<file path="src/rtl/common_pkg.sv">
// Shared arbitration types and limits for the Wishbone requester arbiter.
// Owner encoding doubles as the FSM state so owner_o is the state register itself.
package common_pkg;

    typedef enum logic [1:0] {
        ARB_IDLE = 2'd0,
        ARB_M0   = 2'd1,
        ARB_M1   = 2'd2
    } arb_owner_t;

    localparam logic [1:0] WB_ARB_MAX_OUTSTANDING = 2'd3;

    // Round-robin tie break: whoever did not own the bus last time wins.
    function automatic arb_owner_t arb_tie_winner(input arb_owner_t last_owner);
        arb_owner_t winner;
        if (last_owner == ARB_M1) begin
            winner = ARB_M0;
        end else begin
            winner = ARB_M1;
        end
        return winner;
    endfunction

endpackage

</file>
<file path="src/rtl/wb_arbiter.sv">
// Two-requester Wishbone B4 pipelined arbiter in front of the RAM controller.
// Ownership is held for a whole cycle_i; handovers always pass through IDLE.
module wb_arbiter
    import common_pkg::*;
#(
    parameter int WB_ADDR_WIDTH = 24,
    parameter int DATA_WIDTH    = 16
) (
    input  logic                     wb_clock_i,
    input  logic                     wb_reset_ni,
    input  logic                     wb_grant_i,

    input  logic                     m0_cycle_i,
    input  logic                     m0_strobe_i,
    input  logic                     m0_we_i,
    input  logic [WB_ADDR_WIDTH-1:0] m0_addr_i,
    input  logic [DATA_WIDTH-1:0]    m0_data_i,
    output logic                     m0_stall_o,
    output logic                     m0_ack_o,
    output logic [DATA_WIDTH-1:0]    m0_data_o,

    input  logic                     m1_cycle_i,
    input  logic                     m1_strobe_i,
    input  logic                     m1_we_i,
    input  logic [WB_ADDR_WIDTH-1:0] m1_addr_i,
    input  logic [DATA_WIDTH-1:0]    m1_data_i,
    output logic                     m1_stall_o,
    output logic                     m1_ack_o,
    output logic [DATA_WIDTH-1:0]    m1_data_o,

    output logic                     wb_cycle_o,
    output logic                     wb_strobe_o,
    output logic                     wb_we_o,
    output logic [WB_ADDR_WIDTH-1:0] wb_addr_o,
    output logic [DATA_WIDTH-1:0]    wb_data_o,
    input  logic                     wb_stall_i,
    input  logic                     wb_ack_i,
    input  logic [DATA_WIDTH-1:0]    wb_data_i,

    output arb_owner_t               owner_o
);

    arb_owner_t r_state;
    arb_owner_t r_last_owner;
    logic [1:0] r_outstanding;

    logic w_own_m0;
    logic w_own_m1;
    logic w_sel_cycle;
    logic w_sel_strobe;
    logic w_full;
    logic w_stall;
    logic w_accept;
    logic w_ack_valid;

    // Select the owning requester's request lines and derive handshake qualifiers.
    always_comb begin
        w_own_m0     = (r_state == ARB_M0);
        w_own_m1     = (r_state == ARB_M1);
        w_sel_cycle  = 1'b0;
        w_sel_strobe = 1'b0;
        wb_we_o      = 1'b0;
        wb_addr_o    = '0;
        wb_data_o    = '0;
        if (w_own_m0) begin
            w_sel_cycle  = m0_cycle_i;
            w_sel_strobe = m0_strobe_i;
            wb_we_o      = m0_we_i;
            wb_addr_o    = m0_addr_i;
            wb_data_o    = m0_data_i;
        end else if (w_own_m1) begin
            w_sel_cycle  = m1_cycle_i;
            w_sel_strobe = m1_strobe_i;
            wb_we_o      = m1_we_i;
            wb_addr_o    = m1_addr_i;
            wb_data_o    = m1_data_i;
        end else begin
            w_sel_cycle  = 1'b0;
            w_sel_strobe = 1'b0;
        end
        w_full      = (r_outstanding == WB_ARB_MAX_OUTSTANDING);
        w_stall     = ~wb_grant_i | wb_stall_i | w_full;
        wb_cycle_o  = w_sel_cycle;
        wb_strobe_o = w_sel_strobe & wb_grant_i & ~w_full;
        w_accept    = wb_strobe_o & ~wb_stall_i;
        // Acks in IDLE or with nothing in flight are stale leftovers of an abort.
        w_ack_valid = wb_ack_i & (w_own_m0 | w_own_m1) & (r_outstanding != 2'd0);
    end

    assign m0_stall_o = w_own_m0 ? w_stall : 1'b1;
    assign m1_stall_o = w_own_m1 ? w_stall : 1'b1;
    assign m0_ack_o   = w_ack_valid & w_own_m0;
    assign m1_ack_o   = w_ack_valid & w_own_m1;
    assign m0_data_o  = wb_data_i;
    assign m1_data_o  = wb_data_i;
    assign owner_o    = r_state;

    // Ownership FSM, in-flight counter and round-robin history.
    always_ff @(posedge wb_clock_i or negedge wb_reset_ni) begin
        if (!wb_reset_ni) begin
            r_state       <= ARB_IDLE;
            r_last_owner  <= ARB_M1;
            r_outstanding <= 2'd0;
        end else begin
            case (r_state)
                ARB_IDLE: begin
                    r_outstanding <= 2'd0;
                    if (m0_cycle_i && m1_cycle_i) begin
                        r_state      <= arb_tie_winner(r_last_owner);
                        r_last_owner <= arb_tie_winner(r_last_owner);
                    end else if (m0_cycle_i) begin
                        r_state      <= ARB_M0;
                        r_last_owner <= ARB_M0;
                    end else if (m1_cycle_i) begin
                        r_state      <= ARB_M1;
                        r_last_owner <= ARB_M1;
                    end else begin
                        r_state      <= ARB_IDLE;
                    end
                end
                ARB_M0, ARB_M1: begin
                    if (!w_sel_cycle) begin
                        r_state       <= ARB_IDLE;
                        r_outstanding <= 2'd0;
                    end else if (w_accept && !w_ack_valid) begin
                        r_outstanding <= r_outstanding + 2'd1;
                    end else if (!w_accept && w_ack_valid) begin
                        r_outstanding <= r_outstanding - 2'd1;
                    end else begin
                        r_outstanding <= r_outstanding;
                    end
                end
                default: begin
                    r_state       <= ARB_IDLE;
                    r_outstanding <= 2'd0;
                end
            endcase
        end
    end

endmodule

</file>
<file path="config.mk">
export PLATFORM = sky130hd
export DESIGN_NAME = wb_arbiter
export DESIGN_NICKNAME = d
export VERILOG_FILES = /design/src/rtl/common_pkg.sv /design/src/rtl/wb_arbiter.sv
export SDC_FILE = /design/constraint.sdc
export NUM_CORES = 1
export LEC_CHECK = 0
export CAP_MARGIN = 25
export CORE_MARGIN = 1
export CORE_UTILIZATION = 22
export CTS_CLUSTER_SIZE = 8
export DETAILED_ROUTE_END_ITERATION = 6
export PLACE_DENSITY = 0.83
export SYNTH_ARGS = -nofsm -noshare
export SYNTH_HDL_FRONTEND = slang
export SYNTH_SLANG_ARGS = --single-unit
</file>
<file path="constraint.sdc">
create_clock -name wb_clock_i -period 2 [get_ports wb_clock_i]
set_input_delay 0.6 -clock wb_clock_i [delete_from_list [all_inputs] [get_ports wb_clock_i]]
set_output_delay 0.6 -clock wb_clock_i [all_outputs]
set_load 0.01 [all_outputs]
</file>
==> Word-level counts from Yosys, hierarchy flattened <==
Cells that the tools add are included.
Widths: inputs -> output; s select.
{ "totals": {"register_bits": 6, "input_bits": 107} }
{ "op_classes": {"n_eq_ne": 6, "n_mux": 25, "bitwise": 13, "n_addsub": 2, "reduce_logical": 10} }
{ "ops": {"columns": ["op", "count"], "rows": [
  ["$mux 24", 2],
  ["$mux 16", 2],
  ["$mux 2", 12],
  ["$mux 1", 8],
  ["$and 1x1->1", 7],
  ["$eq 2x2->1 const B", 3],
  ["$ne 4x4->1 const B", 1],
  ["$pmux 2 s2", 1],
  ["$logic_and 1x1->1", 3],
  ["$not 1->1", 3],
  ["$or 1x1->1", 3],
  ["$reduce_bool 3->1", 1],
  ["$add 2x1->2 const B", 1],
  ["$eq 2x1->1 const B", 1],
  ["$logic_not 1->1", 2],
  ["$logic_not 2->1", 1],
  ["$ne 2x2->1 const B", 1],
  ["$reduce_and 2->1", 1],
  ["$reduce_bool 2->1", 1],
  ["$reduce_or 2->1", 1],
  ["$sub 2x1->2 const B", 1]
]} }

==> Longest topological paths before layout <==
Gate-level depths: netlist (run 1).
{ "depth": {"depth_word": 12, "ltp_mapped": 7, "ltp_nobuf": 6} }

==> Worst setup path before layout (run 1) <==
No wires, ideal clock.
{ "synth_path": {"kind": "register -> output", "start": "register r_state[0] (netlist: owner_o[0])", "end": "output port wb_addr_o[0]", "path_stages_with_launch": 7, "setup_slack_ps": 17, "arrival_time_ps": 1383, "required_time_ps": 1400, "path_cell_list": "dfrtp_1 -> inv_1 -> ha_1 -> nor2b_1 -> buf_2 -> buf_2 -> a22o_1"} }
{ "synth_between": {"elab_chain_cells": 3, "elab_cells_between_ends": 4, "cone_classes": "eq/ne: 2; mux: 2"} }
{ "synth_lines": {"columns": ["item", "line_no", "rtl"], "rows": [
  ["start: declaration", "wb_arbiter.sv:43", "arb_owner_t r_state;"],
  ["start signal: assignment", "wb_arbiter.sv:109", "r_state <= arb_tie_winner(r_last_owner);"],
  ["$eq 2x2->1", "wb_arbiter.sv:59", "w_own_m1 = (r_state == ARB_M1);"],
  ["$mux 24", "wb_arbiter.sv:71", "end else if (w_own_m1) begin"],
  ["$mux 24 (*)", "wb_arbiter.sv:65", "if (w_own_m0) begin"],
  ["end: declaration", "wb_arbiter.sv:34", "output logic [WB_ADDR_WIDTH-1:0] wb_addr_o,"]
]} }
Every way passes the cells marked *; elsewhere a longest branch is shown, timed or not.

==> Final worst setup path (run 1) <==
{ "layout_path": {"start": "register r_state[0] (netlist: owner_o[0])", "end": "output port wb_data_o[3]"} }
{ "layout_between": {"elab_chain_cells": 3, "elab_cells_between_ends": 4, "cone_classes": "eq/ne: 2; mux: 2"} }
{ "layout_lines": {"columns": ["item", "line_no", "rtl"], "rows": [
  ["$eq 2x2->1", "wb_arbiter.sv:59", null],
  ["$mux 16", "wb_arbiter.sv:71", null],
  ["$mux 16 (*)", "wb_arbiter.sv:65", null],
  ["end: declaration", "wb_arbiter.sv:35", "output logic [DATA_WIDTH-1:0] wb_data_o,"]
]} }
Marks and branches as above.

==> impl_metrics.toml, run 1 <==
[route]
detail-route-antenna-nets = 0
detailroute.via_count = 1535
wl_per_cell_um = 15.2
remaining_drc_errors = 0
drt_iter0_markers = 22
postRouteWirelength_um = 4990
drt_pre_antenna_iters = 4
vias_per_cell = 4.67

[final_layout]
mostFrequentLayoutCells = "sky130_fd_sc_hd__clkdlybuf4s50_1, sky130_fd_sc_hd__buf_2, sky130_fd_sc_hd__a22o_1"
sequential_cell_area_um2 = 151
fill_cells = 482
utilization_after_layout_pct = 53.3
synthToLayoutAreaGrowth_pct = 129
multi_input_area_um2 = 729
commonest_non_fill_non_tap_cell_in_the_layout = "sky130_fd_sc_hd__clkdlybuf4s50_1"
antenna-diode-count = 0
post_route_cells_drive_above_1_share_pct = 34.0
nNetsFinal = 373

[grt]
first_pass_grt_wire_length_um = 7180
busiest_metal_layer_after_global_routing = "met2"
met1_usage_pct = 18.4
grt_pass1_vias = 1517
globalRouteOverflowTotal = 0
maximum_number_of_pins_on_one_net_before_global_route_repair = 28
grtUsageMet3_pct = 5.25
antenna_found_initial = 0
grt.total_usage_pct = 17.1
met2_usage_pct = 31.8

[setup_path]
crit_path_start_kind = "register"
crit_arrival_ns = 1.64
timing.critical_path.to_type = "primary output"
critPathRequiredTime_ns = 1.40
critical_path_class = "register to primary output"
cp_max_fo = 5

[status]
status = "finished, violations left"
failed_checks = "setup timing"

[timing]
layout_setup_ws_ns = -0.245
final_min_period_over_clock_period_pct = 112
slew_headroom_pct = 81.1
hold_viol = 0
setup_viol_count_final = 46
maxClockFrequency_ghz = 0.445
period_minus_slack_ns = 2.24
worst-slew-pin-transition_ns = 0.283
worst_clock_skew_ns = 0.00403
finalSetupTns_ns = -9.55
setup_repair_after_global_routing_missed_its_margin = "true"
report.final.slew_viol_count = 0

[clocking]
clk_pin_slew_worst_paths_ns = 0.04
clock_tree.root_cell = "sky130_fd_sc_hd__clkbuf_8"
htree_num_levels = 1
numCtsBuffers = 3
cts_tree = "yes"
worst_skew_pair.late_latency_ns = 0.23
tritoncts_num_sinks = 6
max-clock-path-buffers = 2

[synthesis]
count_of_cell_types_in_the_netlist = 29
synth_top_area_share_pct = 32.3
synthesis.area_mm2 = 0.00111
ys_ff_latch = 6
synth_sequential_area_ratio_pct = 13.6
biggest_area_contributors_in_the_synthesized_netlist = "sky130_fd_sc_hd__a22o_1, sky130_fd_sc_hd__buf_4, sky130_fd_sc_hd__dfrtp_1, sky130_fd_sc_hd__ha_1, sky130_fd_sc_hd__nand2_1"
yosys_warnings = 0
synthesis.instances = 136
mappedNetlistNets = 246
largest_area_contributor_in_the_synthesized_netlist = "sky130_fd_sc_hd__a22o_1"
synthesis.area_per_instance_um2 = 8.18

[floorplan]
row_count = 25
chipHeight_um = 73.1
io_pins = 188
fp.dieW_um = 73.1
core_area_mm2 = 0.00479
dieArea_mm2 = 0.00534
start_util_pct = 23.2

[power_and_ir_drop]
power.static_leakage_nw = 1.19
power_density_mw_per_mm2 = 1130
worst_ir_drop_vdd_uv = 549

[worst_hold_path]
hold_path.class = "register to register"

[placement]
gp_routability_congestion = 0.704
detailed_place_hpwl_um = 3600
port_buffers = 139

[job]
cap_viol_max_count = 0
-- area by class of cell --
cell class | count | area share, %
repair buffers | 164 | 60.1
multi-input cells | 86 | 28.6
flip-flops and latches | 6 | 5.94
well taps | 67 | 3.29
clock buffers | 4 | 1.77
inverters | 2 | 0.294
-- repair_timing --
action / in CTS / in global routing
gates cloned: 3 / 3
endpoints found under the setup margin: 47 / 48
pin swaps: 6 / 7
hold buffers: 0 / 0
gates resized for setup: 197 / 6
buffers inserted: 5 / 0
-- synth_stat cells --
master / n
sky130_fd_sc_hd__inv_1: 2
sky130_fd_sc_hd__mux2_4: 1
sky130_fd_sc_hd__buf_4: 32
sky130_fd_sc_hd__nand3b_4: 1
sky130_fd_sc_hd__nand2_2: 1
sky130_fd_sc_hd__a21oi_1: 6
sky130_fd_sc_hd__nand2b_1: 2
sky130_fd_sc_hd__clkbuf_1: 4
sky130_fd_sc_hd__a211oi_1: 1
sky130_fd_sc_hd__dfstp_2: 1
sky130_fd_sc_hd__ha_1: 3
sky130_fd_sc_hd__nand3_2: 1
sky130_fd_sc_hd__o21ai_0: 2
sky130_fd_sc_hd__o211ai_1: 1
sky130_fd_sc_hd__a21boi_1: 1
sky130_fd_sc_hd__and2_1: 2
sky130_fd_sc_hd__a22o_1: 41
sky130_fd_sc_hd__nand3_1: 1
sky130_fd_sc_hd__buf_2: 6
sky130_fd_sc_hd__nand2_1: 9
sky130_fd_sc_hd__nor2_1: 3
sky130_fd_sc_hd__o21ai_1: 1
sky130_fd_sc_hd__mux2i_1: 1
sky130_fd_sc_hd__dfrtp_1: 5
sky130_fd_sc_hd__nor2b_1: 3
sky130_fd_sc_hd__a21o_1: 1
sky130_fd_sc_hd__mux2_1: 2
sky130_fd_sc_hd__a21oi_2: 1
sky130_fd_sc_hd__o211a_1: 1
-- power by group --
part / leakage, nW / switching, mW / internal, mW
combinational: 1.09 / 1.04 / 1.45
clock: 0.0228 / 0.0584 / 0.138
sequential: 0.0761 / 0.0289 / 0.169
-- metrics by stage --
stage | power [mW] | setup slack [ns] | instance area [um^2] | std cells | hold slack [ns]
2_1_floorplan | 1.25 | 0.0174 | 1110 | 136 | 0.304
3_3_place_gp | 2.45 | -0.547 | 2450 | 314 | 0.479
3_5_place_dp | 2.47 | -0.562 | 2450 | 314 | 0.502
4_1_cts | 2.73 | -0.238 | 2460 | 326 | 0.509
5_1_grt | 3.09 | -0.305 | 2550 | 329 | 0.522
6_report | 2.89 | -0.245 | 2550 | 329 | 0.506
-- critical path: stages (launching register included) --
cell,delay [ns]
sky130_fd_sc_hd__dfrtp_1,0.41
sky130_fd_sc_hd__buf_6,0.14
sky130_fd_sc_hd__ha_4,0.17
sky130_fd_sc_hd__nor2b_4,0.17
sky130_fd_sc_hd__buf_12,0.15
sky130_fd_sc_hd__buf_16,0.11
sky130_fd_sc_hd__a22o_1,0.13
sky130_fd_sc_hd__buf_2,0.14
-- routing by layer --
layer	part of all wire, %	vias to the layer above	routed length [um]
li1	-	727	-
met4	1.6	0	81
met3	11	7	544
met2	50	93	2510
met1	37	708	1860
met5	0	-	0
-- registers in the layout, indices dropped and copies added, names as in the netlist --
signal and count:
r_last_owner 2, r_outstanding 2, owner_o 2
-- logic make-up (layout without fill, tap and decap cells) --
| kind of cell | after synthesis | in the layout | share of synthesized area (%) |
|---|---|---|---|
| compound gates | 56 | 56 | 40.7 |
| buf+inv | 44 | 170 | 26.3 |
| simple gates | 23 | 23 | 11.7 |
| flops | 6 | 6 | 13.6 |
| mux | 4 | 4 | 4.27 |
| fa+ha+maj | 3 | 3 | 3.37 |
-- path summary, 6_finish.rpt --
check                                      from               end  slack (ns)  cells past startpoint
worst min-delay path            r_last_owner[1]   r_last_owner[1]        0.51                      1
min in group asynchronous           wb_reset_ni        owner_o[1]        0.62                      1
max in group asynchronous           wb_reset_ni   r_last_owner[1]        1.10                      1
worst max register to register       owner_o[0]  r_outstanding[0]       -0.02                      8
worst max-delay path                 owner_o[0]      wb_data_o[3]       -0.24                      7
worst min register to register  r_last_owner[1]   r_last_owner[1]        0.51                      1
Note: power is estimated with default switching activity, not from simulation.
==> inputs of run 2 (changes only) <==
- CAP_MARGIN: 25 -> 20
- CORE_MARGIN: 1 -> not set
- TNS_END_PERCENT: not set -> 50
==> run 2 against run 1 <==
The run still ends with setup timing left. Sequential cell count did not move. First-iteration DRC count did not move. Via count fell by 0.52%. Critical path depth did not move. Routed wire length fell by 0.24%. Global-route usage barely moved. Worst hold slack barely moved. Maximum frequency rose by 0.23%. Sequential share of layout area barely moved. Highest routed layer unchanged. Critical endpoint unchanged. Setup slack improved by 0.0052 ns. Non-clock buffer count did not move. Largest power group unchanged.
==> impl_metrics.toml, run 2 (synthesized netlist as in run 1, its figures left out) <==
[status]
status = "finished, violations left"
failed_checks = "setup timing"

[grt]
grt_pass1_vias = 1513
globalRouteOverflowTotal = 0
antenna_found_initial = 0
first_pass_grt_wire_length_um = 7170
grt.total_usage_pct = 17.1
maximum_number_of_pins_on_one_net_before_global_route_repair = 28

[route]
drt_pre_antenna_iters = 4
wl_per_cell_um = 15.1
remaining_drc_errors = 0
vias_per_cell = 4.64
drt_iter0_markers = 22
detailroute.via_count = 1527
detail-route-antenna-nets = 0
postRouteWirelength_um = 4980

[timing]
setup_viol_count_final = 46
layout_setup_ws_ns = -0.239
hold_viol = 0
worst_clock_skew_ns = 0.00395
period_minus_slack_ns = 2.24
slew_headroom_pct = 81.4
maxClockFrequency_ghz = 0.447
setup_repair_after_global_routing_missed_its_margin = "true"
finalSetupTns_ns = -9.27
report.final.slew_viol_count = 0
final_min_period_over_clock_period_pct = 112
worst-slew-pin-transition_ns = 0.278

[floorplan]
core_area_mm2 = 0.00479
start_util_pct = 23.2
fp.dieW_um = 73.1
chipHeight_um = 73.1
dieArea_mm2 = 0.00534
io_pins = 188
row_count = 25

[power_and_ir_drop]
worst_ir_drop_vdd_uv = 541
power.static_leakage_nw = 1.19
switchingPower_mw = 1.13
cellInternalPower_mw = 1.75
comb_power_share_pct = 86.3
pwr-share-clk_pct = 6.8
power_density_mw_per_mm2 = 1130
power.total_mw = 2.88
power.sequential.fraction_pct = 6.9
power.switching_fraction_pct = 39.2

[clocking]
post_cts_hold_buffer_count = 0
clock_tree.root_cell = "sky130_fd_sc_hd__clkbuf_8"
tritoncts_num_sinks = 6
clk_pin_slew_worst_paths_ns = 0.04
cts_tree = "yes"
htree_num_levels = 1
max-clock-path-buffers = 2
numCtsBuffers = 3
worst_skew_pair.late_latency_ns = 0.23

[final_layout]
antenna-diode-count = 0
commonest_non_fill_non_tap_cell_in_the_layout = "sky130_fd_sc_hd__clkdlybuf4s50_1"
nNetsFinal = 373
utilization_after_layout_pct = 53.1
final_cells = 329
synthToLayoutAreaGrowth_pct = 129
post_route_cells_drive_above_1_share_pct = 34.0
mostFrequentLayoutCells = "sky130_fd_sc_hd__clkdlybuf4s50_1, sky130_fd_sc_hd__buf_2, sky130_fd_sc_hd__a22o_1"
fill_cells = 480

[placement]
detailed_place_hpwl_um = 3600
place.detailed.instances = 314
port_buffers = 139
gp_routability_congestion = 0.704

[setup_path]
critPathRequiredTime_ns = 1.40
cp_cell_sequence = "buf_6, ha_4, nor2b_4, buf_12, buf_16, a22o_1, buf_2"
slowest_delay_ns = 0.41
critical_path_class = "register to primary output"
crit_slowest_cell = "sky130_fd_sc_hd__dfrtp_1"
worstPathBufferInverterCount = 4
crit_arrival_ns = 1.64
largest_delay_share_family_worst_path = "buffers and inverters"
ff2ff_path_depth = 8
timing.critical_path.to_type = "primary output"
timing.critical_path.depth = 7
cp_max_fo = 5
crit_path_start_kind = "register"

[worst_hold_path]
hold_path.class = "register to register"
min_delay_path_depth = 1

[job]
cap_viol_max_count = 0
## run 2: metal layers
metal  wire length, um  track usage (%)  up-vias
met2              2500             32.0       88
met4                82             5.01        0
met3               524             5.25        7
li1                  -                -      728
met5                 0                0        -
met1              1880             18.1      704
## run 2: repair_timing
item	CTS	global route
resized for setup	197	4
setup endpoints to repair	47	48
buffers inserted	5	0
gates cloned	3	3
hold endpoints to repair	0	0
pin swaps	6	4
## run 2: cell type report
class	instances	area [um^2]	share of cell area [%]
Multi-Input combinational cell	86	729	28.7
Sequential cell	6	151	5.95
Inverter	2	7.51	0.295
Tap cell	67	83.8	3.30
Timing Repair Buffer	164	1530	60.0
Clock buffer	4	45.0	1.77
## run 2: final timing paths
kind	from	endpoint	slack (ns)
min in group asynchronous	wb_reset_ni	owner_o[1]	0.62
max in group asynchronous	wb_reset_ni	r_last_owner[1]	1.11
worst min-delay path	r_last_owner[1]	r_last_owner[1]	0.51
worst min register to register	r_last_owner[1]	r_last_owner[1]	0.51
worst max-delay path	owner_o[0]	wb_data_o[3]	-0.24
worst max register to register	owner_o[0]	r_outstanding[0]	-0.03
## run 2: through the flow
stage	setup slack [ns]	hold WS (ns)	area, um^2
2_1_floorplan	0.0174	0.304	1110
3_3_place_gp	-0.547	0.479	2450
3_5_place_dp	-0.562	0.502	2450
4_1_cts	-0.238	0.509	2460
5_1_grt	-0.305	0.522	2540
6_report	-0.239	0.506	2540
## run 2: power by group through the flow
stage / Clock (mW) / Combinational, mW / Sequential, mW
floorplan: 0 / 1.05 / 0.203
global placement: 0 / 2.26 / 0.194
detailed placement: 0 / 2.28 / 0.195
CTS: 0.201 / 2.33 / 0.196
global route: 0.203 / 2.67 / 0.203
finish: 0.196 / 2.49 / 0.198
